===== src/rtl/evm_pkg.sv =====
// rtl/evm_pkg.sv - shared state encoding, defaults and helpers for the EVM ballot unit
package evm_pkg;

  localparam logic [1:0] ST_IDLE    = 2'd0;
  localparam logic [1:0] ST_ARMED   = 2'd1;
  localparam logic [1:0] ST_CAST    = 2'd2;
  localparam logic [1:0] ST_RELEASE = 2'd3;

  localparam int unsigned EVM_NCAND = 2;

  // Callers zero-extend their pattern; candidate counts above 32 are not supported.
  function automatic logic is_onehot(input logic [31:0] v);
    return (v != 32'd0) && ((v & (v - 32'd1)) == 32'd0);
  endfunction

endpackage


===== src/rtl/evm_debounce.sv =====
// rtl/evm_debounce.sv - two-flop button synchroniser followed by a stability-count debouncer
module evm_debounce #(
  parameter int unsigned W       = 2,
  parameter int unsigned DEB_CYC = 4
) (
  input  logic         clk_i,
  input  logic         rst_i,
  input  logic [W-1:0] btn_i,
  output logic [W-1:0] deb_btn_o,
  output logic         deb_chg_o
);

  localparam int unsigned     CNTW     = $clog2(DEB_CYC + 1);
  localparam logic [CNTW-1:0] CNT_FULL = CNTW'(DEB_CYC);

  logic [W-1:0]    sync1_q;
  logic [W-1:0]    sync2_q;
  logic [W-1:0]    cand_q;
  logic [W-1:0]    cand_d;
  logic [W-1:0]    deb_q;
  logic [W-1:0]    deb_d;
  logic [CNTW-1:0] cnt_q;
  logic [CNTW-1:0] cnt_d;
  logic            chg_q;
  logic            chg_d;

  // cnt counts consecutive identical synced samples, saturating once the pattern is trusted.
  always_comb begin
    cand_d = sync2_q;
    cnt_d  = cnt_q;
    deb_d  = deb_q;
    chg_d  = 1'b0;
    if (sync2_q != cand_q) begin
      cnt_d = CNTW'(1);
    end else if (cnt_q != CNT_FULL) begin
      cnt_d = cnt_q + CNTW'(1);
    end
    if ((cnt_d == CNT_FULL) && (sync2_q != deb_q)) begin
      deb_d = sync2_q;
      chg_d = 1'b1;
    end
  end

  always_ff @(posedge clk_i or posedge rst_i) begin
    if (rst_i) begin
      sync1_q <= '0;
      sync2_q <= '0;
      cand_q  <= '0;
      cnt_q   <= '0;
      deb_q   <= '0;
      chg_q   <= 1'b0;
    end else begin
      sync1_q <= btn_i;
      sync2_q <= sync1_q;
      cand_q  <= cand_d;
      cnt_q   <= cnt_d;
      deb_q   <= deb_d;
      chg_q   <= chg_d;
    end
  end

  assign deb_btn_o = deb_q;
  assign deb_chg_o = chg_q;

endmodule


===== src/rtl/evm_ballot_unit.sv =====
// rtl/evm_ballot_unit.sv - arms one ballot per authorisation and emits one one-hot vote pulse per ballot
module evm_ballot_unit
  import evm_pkg::*;
#(
  parameter int unsigned NCAND   = EVM_NCAND,
  parameter int unsigned DEB_CYC = 4,
  parameter int unsigned TMO_CYC = 1000,
  parameter int unsigned CW      = 8
) (
  input  logic             clk_i,
  input  logic             rst_i,
  input  logic             poll_open_i,
  input  logic             ballot_en_i,
  input  logic [NCAND-1:0] btn_i,
  output logic             ready_o,
  output logic [NCAND-1:0] vote_pulse_o,
  output logic             vote_valid_o,
  output logic             timeout_pulse_o,
  output logic [CW-1:0]    ballots_cast_o
);

  localparam int unsigned   TW       = $clog2(TMO_CYC);
  localparam logic [TW-1:0] TMO_LAST = TW'(TMO_CYC - 1);

  logic [1:0]       rst_sync_q;
  logic             rst_int;
  logic [NCAND-1:0] deb_btn;
  logic             deb_chg;
  logic             deb_any;
  logic             deb_one;

  logic [1:0]       state_q;
  logic [1:0]       state_d;
  logic [TW-1:0]    tmo_q;
  logic [TW-1:0]    tmo_d;
  logic [NCAND-1:0] choice_q;
  logic [NCAND-1:0] choice_d;
  logic [CW-1:0]    cast_q;
  logic [CW-1:0]    cast_d;
  logic             ready_q;
  logic             ready_d;
  logic [NCAND-1:0] pulse_q;
  logic [NCAND-1:0] pulse_d;
  logic             valid_q;
  logic             valid_d;
  logic             tmo_pulse_q;
  logic             tmo_pulse_d;

  // Reset asserts immediately but is released two clocks later, in step with clk.
  always_ff @(posedge clk_i or posedge rst_i) begin
    if (rst_i) begin
      rst_sync_q <= 2'b11;
    end else begin
      rst_sync_q <= {rst_sync_q[0], 1'b0};
    end
  end

  assign rst_int = rst_sync_q[1];

  evm_debounce #(
    .W       (NCAND),
    .DEB_CYC (DEB_CYC)
  ) u_debounce (
    .clk_i     (clk_i),
    .rst_i     (rst_int),
    .btn_i     (btn_i),
    .deb_btn_o (deb_btn),
    .deb_chg_o (deb_chg)
  );

  assign deb_any = |deb_btn;
  assign deb_one = is_onehot(32'(deb_btn));

  always_comb begin
    state_d     = state_q;
    tmo_d       = tmo_q;
    choice_d    = choice_q;
    cast_d      = cast_q;
    tmo_pulse_d = 1'b0;
    case (state_q)
      ST_IDLE: begin
        if (ballot_en_i && poll_open_i && !deb_any) begin
          state_d = ST_ARMED;
          tmo_d   = '0;
        end
      end
      ST_ARMED: begin
        // Arming needs an idle keypad, so any pattern seen here arrived with a fresh deb_chg.
        if (!poll_open_i) begin
          state_d = ST_IDLE;
        end else if (deb_chg && deb_one) begin
          state_d  = ST_CAST;
          choice_d = deb_btn;
          if (cast_q != '1) begin
            cast_d = cast_q + CW'(1);
          end
        end else if (tmo_q == TMO_LAST) begin
          state_d     = ST_IDLE;
          tmo_pulse_d = 1'b1;
        end else begin
          tmo_d = tmo_q + TW'(1);
        end
      end
      ST_CAST: begin
        state_d = ST_RELEASE;
      end
      default: begin
        if (!deb_any) begin
          state_d = ST_IDLE;
        end
      end
    endcase
    ready_d = (state_d == ST_ARMED);
    valid_d = (state_d == ST_CAST);
    pulse_d = valid_d ? choice_d : '0;
  end

  always_ff @(posedge clk_i or posedge rst_int) begin
    if (rst_int) begin
      state_q     <= ST_IDLE;
      tmo_q       <= '0;
      choice_q    <= '0;
      cast_q      <= '0;
      ready_q     <= 1'b0;
      pulse_q     <= '0;
      valid_q     <= 1'b0;
      tmo_pulse_q <= 1'b0;
    end else begin
      state_q     <= state_d;
      tmo_q       <= tmo_d;
      choice_q    <= choice_d;
      cast_q      <= cast_d;
      ready_q     <= ready_d;
      pulse_q     <= pulse_d;
      valid_q     <= valid_d;
      tmo_pulse_q <= tmo_pulse_d;
    end
  end

  assign ready_o         = ready_q;
  assign vote_pulse_o    = pulse_q;
  assign vote_valid_o    = valid_q;
  assign timeout_pulse_o = tmo_pulse_q;
  assign ballots_cast_o  = cast_q;

endmodule


===== config.mk =====
export PLATFORM = sky130hd
export DESIGN_NAME = evm_ballot_unit
export DESIGN_NICKNAME = d
export VERILOG_FILES = /design/src/rtl/evm_pkg.sv /design/src/rtl/evm_debounce.sv /design/src/rtl/evm_ballot_unit.sv
export SDC_FILE = /design/constraint.sdc
export NUM_CORES = 1
export LEC_CHECK = 0
export ABC_AREA = 1
export ABC_CLOCK_PERIOD_IN_PS = 1500
export CORE_ASPECT_RATIO = 2
export CORE_MARGIN = 4
export CORE_UTILIZATION = 25
export CTS_CLUSTER_DIAMETER = 120
export DETAILED_ROUTE_END_ITERATION = 7
export HOLD_SLACK_MARGIN = 0.08
export MAX_ROUTING_LAYER = met4
export RECOVER_POWER = 25
export REMOVE_ABC_BUFFERS = 1
export SLEW_MARGIN = 20
export SYNTH_ARGS = -nofsm -noshare
export SYNTH_HDL_FRONTEND = slang
export SYNTH_SLANG_ARGS = --single-unit

===== constraint.sdc =====
create_clock -name clk_i -period 1.5 [get_ports clk_i]
set_input_delay 0.3 -clock clk_i [delete_from_list [all_inputs] [get_ports clk_i]]
set_output_delay 0.3 -clock clk_i [all_outputs]
set_load 0.02 [all_outputs]

==> impl_metrics.env <==
export IMPL_post_place_ws_ns=-0.140
export IMPL_rows=44
export IMPL_fin_nets=280
export IMPL_grt_pass1_vias=1614
export IMPL_cts_reportedPaths_clkPinSlew_ns=0.06
export IMPL_rr_worst_depth=9
export IMPL_ys_ff_latch=39
export IMPL_final_util_pct=35.1
export IMPL_r2r_slack_ns=0.03
export IMPL_die_area_mm2=0.00915
export IMPL_yosysTopAreaCell="dfrtp_1"
export IMPL_synthDistinctLibCells=26
export IMPL_p_per_area_mw_per_mm2=1150
export IMPL_wirelength_mm=4.20
export IMPL_clockRootBuffer="clkbuf_16"
export IMPL_syn_area_mm2=0.00190
export IMPL_internal_power_mw=2.07
export IMPL_cts_htree_levels=2
export IMPL_die_w_um=69.7
export IMPL_hold_class="register to register"
export IMPL_endpoint_kind="register"
export IMPL_ys_seq_area_share_pct=51.4
export IMPL_min_to="u_debounce.cand_d[0]$_DFF_PP0_"
export IMPL_routabilityCongestion=0.835
export IMPL_io_buffer_count=18
export IMPL_clockBufferDepth=2
export IMPL_rsz0062_at_grt="yes"
export IMPL_crit_arrival_ns=1.64
export IMPL_syn_mean_instance_area_um2=8.68
export IMPL_cp_slowest_cell="dfrtp_1"
export IMPL_regToRegStartpoint="u_debounce.deb_btn_o[1]$_DFFE_PP0P_"
export IMPL_cts_num_sinks=39
export IMPL_outcome="completed"
export IMPL_post_route_period_util_pct=97.7
export IMPL_synth_cells=219
export IMPL_critical_path_top_delay_family="simple AND/OR/NAND/NOR gates"
export IMPL_drive_above_1_share_pct=24.8
export IMPL_cts_made_buffers=5
export IMPL_io_pins=19
export IMPL_synth_top_cell_area_share_pct=48.7
export IMPL_hp_start="u_debounce.sync1_q[0]$_DFF_PP0_"
export IMPL_worstMarginPinSlew_ns=0.931
export IMPL_worstSkewPairLatency_ns=0.28
export IMPL_layout_commonest_cell="nand2_1"
export IMPL_drv_cap=0
export IMPL_crit_type="register to register"
export IMPL_start_kind="register"
export IMPL_min_path_cells=0
export IMPL_switchingPower_uw=896
export IMPL_power_frac_comb_pct=25.4
export IMPL_worst_clock_skew_ns=0.00734
export IMPL_sw_frac_of_total_pct=30.2
export IMPL_grt_max_degree=38
export IMPL_antenna_found_initial=0
export IMPL_required_ns=1.67
export IMPL_power_mw=2.97
export IMPL_cts_tree="built"
export IMPL_timing_rr_end="ballots_cast_o[3]$_DFFE_PP0P_"
export IMPL_area_delta_synth_final_pct=35.3
export IMPL_setup_tns_ns=0
export IMPL_setup_violations=0
export IMPL_grt_first_pass_wirelength_mm=7.22
export IMPL_whs_ns=0.349
export IMPL_vdd_drop_max_v=0.000489
export IMPL_drc=0
export IMPL_core_area_mm2=0.00732
export IMPL_fmax_mhz=682
export IMPL_cts_hold_buf=0
export IMPL_n_antenna_cell=0
export IMPL_drt_first_iter_violations=64
export IMPL_path_max_fanout=7
export IMPL_fp_dieH_um=131
export IMPL_synthTopCellsByArea="dfrtp_1 49%, nand2_1 13%, inv_1 4.7%, nand3_1 4.5%, nor2_1 3.6%"
export IMPL_gr_total_overflow=0
export IMPL_p_seq_share_pct=40.3
export IMPL_initial_utilization_pct=26.0
export IMPL_final_cell_mix="62 x nand2_1, 37 x dfrtp_1, 22 x inv_1, 22 x buf_4, 16 x nand3_1"
export IMPL_clkPwrFrac_pct=34.2
export IMPL_wire_per_inst_um=11.6
export IMPL_slew_limit_headroom_pct=37.9
export IMPL_yosys_warnings=0
export IMPL_slew_violations=0
export IMPL_drt_first_pass_iters=4
export IMPL_track_usage_pct=10.1
export IMPL_path_buf_inv=2
export IMPL_cp_cell_sequence="inv_1 > ha_1 > nand2_2 > nor3_4 > nand2_4 > clkinv_4 > nand2_2 > nand2_1 > nand2_1"
export IMPL_vias=1568
export IMPL_hold_viol=0
export IMPL_fin_crit_ns=1.47
export IMPL_static_leakage_power_nw=1.26
export IMPL_fin_ws_ns=0.0342
export IMPL_via_per_inst=4.33
export IMPL_ant_nets=0
export IMPL_max_stage_delay_ns=0.34
export IMPL_dp_hpwl_mm=2.94
[metrics by stage]
stage          cells  area, µm²
6_report         362       2570
5_1_grt          362       2570
3_3_place_gp     344       2300
4_1_cts          356       2480
3_5_place_dp     344       2300
2_1_floorplan    217       1880
[worst reg2reg max path, cell delays in order (launching register included)]
cell and delay [ns]:
dfrtp_1 0.34, inv_1 0.05, ha_1 0.28, nand2_2 0.09, nor3_4 0.24, nand2_4 0.13, clkinv_4 0.10, nand2_2 0.04
nand2_1 0.05, nand2_1 0.04
[cell type report]
type	count	area, µm²
inverter	27	106
sequential	39	978
clock inverter	1	5.00
timing repair buffer	43	345
fill	773	4750
multi-input combinational	153	890
clock buffer	7	133
tap	92	115
[cell usage after synthesis]
library cell / n
nand3_1: 17
nor3_1: 1
buf_6: 2
ha_1: 5
nand3b_1: 2
inv_1: 24
xor2_1: 5
nand4_1: 6
nand2_4: 2
conb_1: 1
dfrtp_1: 37
o21ai_0: 3
inv_2: 2
xnor2_1: 7
nand3_2: 1
nor2_1: 18
nor3_4: 1
dfstp_2: 2
nand2_2: 1
nor2_2: 2
a21oi_1: 2
nand2_1: 68
or2_2: 1
clkinv_4: 1
o21ai_1: 3
o21ai_2: 5
[metal layers]
metal / GRT usage, % / share of wire (%) / vias up
li1: - / - / 782
met1: 9.72 / 37 / 748
met2: 18.5 / 57 / 28
met3: 1.99 / 2.4 / 10
met4: 5.65 / 3.4 / 0
met5: - / 0 / -
[flip-flops by register name (all words and copies together) (netlist names), 2 cells and up]
register              count
u_debounce.sync1_q        2
state_q                   2
vote_pulse_o              2
ballots_cast_o            8
rst_sync_q                2
tmo_q                    10
u_debounce.cand_d         2
u_debounce.cand_q         2
u_debounce.deb_btn_o      2
u_debounce.cnt_q          3
[power groups by stage]
stage | Combinational, mW | Sequential (mW) | Clock (mW)
finish | 0.755 | 1.20 | 1.02
detailed placement | 0.627 | 1.22 | 0
floorplan | 0.336 | 1.25 | 0
CTS | 0.684 | 1.20 | 1.04
global route | 0.842 | 1.21 | 1.08
global placement | 0.618 | 1.21 | 0
[how the worst max path moves through the flow]
stage / endpoint / slack (ns) / cells past startpoint / startpoint
5_1_grt: ballots_cast_o[3]$_DFFE_PP0P_ / -0.06 / 9 / state_q[0]$_DFF_PP0_
6_report: ballots_cast_o[3]$_DFFE_PP0P_ / 0.03 / 9 / u_debounce.deb_btn_o[1]$_DFFE_PP0P_
3_5_place_dp: ballots_cast_o[3]$_DFFE_PP0P_ / -0.14 / 8 / poll_open_i
2_1_floorplan: ballots_cast_o[3]$_DFFE_PP0P_ / -0.01 / 8 / ballots_cast_o[1]$_DFFE_PP0P_
4_1_cts: ballots_cast_o[3]$_DFFE_PP0P_ / 0.004 / 9 / state_q[0]$_DFF_PP0_
3_3_place_gp: ballots_cast_o[3]$_DFFE_PP0P_ / -0.12 / 8 / poll_open_i
[kinds of logic (layout without fill, tap and decap cells)]
group / Yosys count / after routing / synth area share [%]
AO/OA/AOI/OAI: 13 / 13 / 4.41
XOR/XNOR: 12 / 12 / 5.53
adder cells (fa/ha/maj): 5 / 5 / 3.29
buffers and inverters: 29 / 78 / 6.78
flip-flops: 39 / 39 / 51.4
other: 1 / 1 / 0.197
AND/OR/NAND/NOR: 120 / 122 / 28.4
[repair_timing]
action                                  CTS  global route
endpoints found under the setup margin   18            22
pin swaps                                 3            10
gates cloned                              1             1
gates resized for setup                  17            19
setup buffers                             3             5
(Power assumes the default switching activity.)
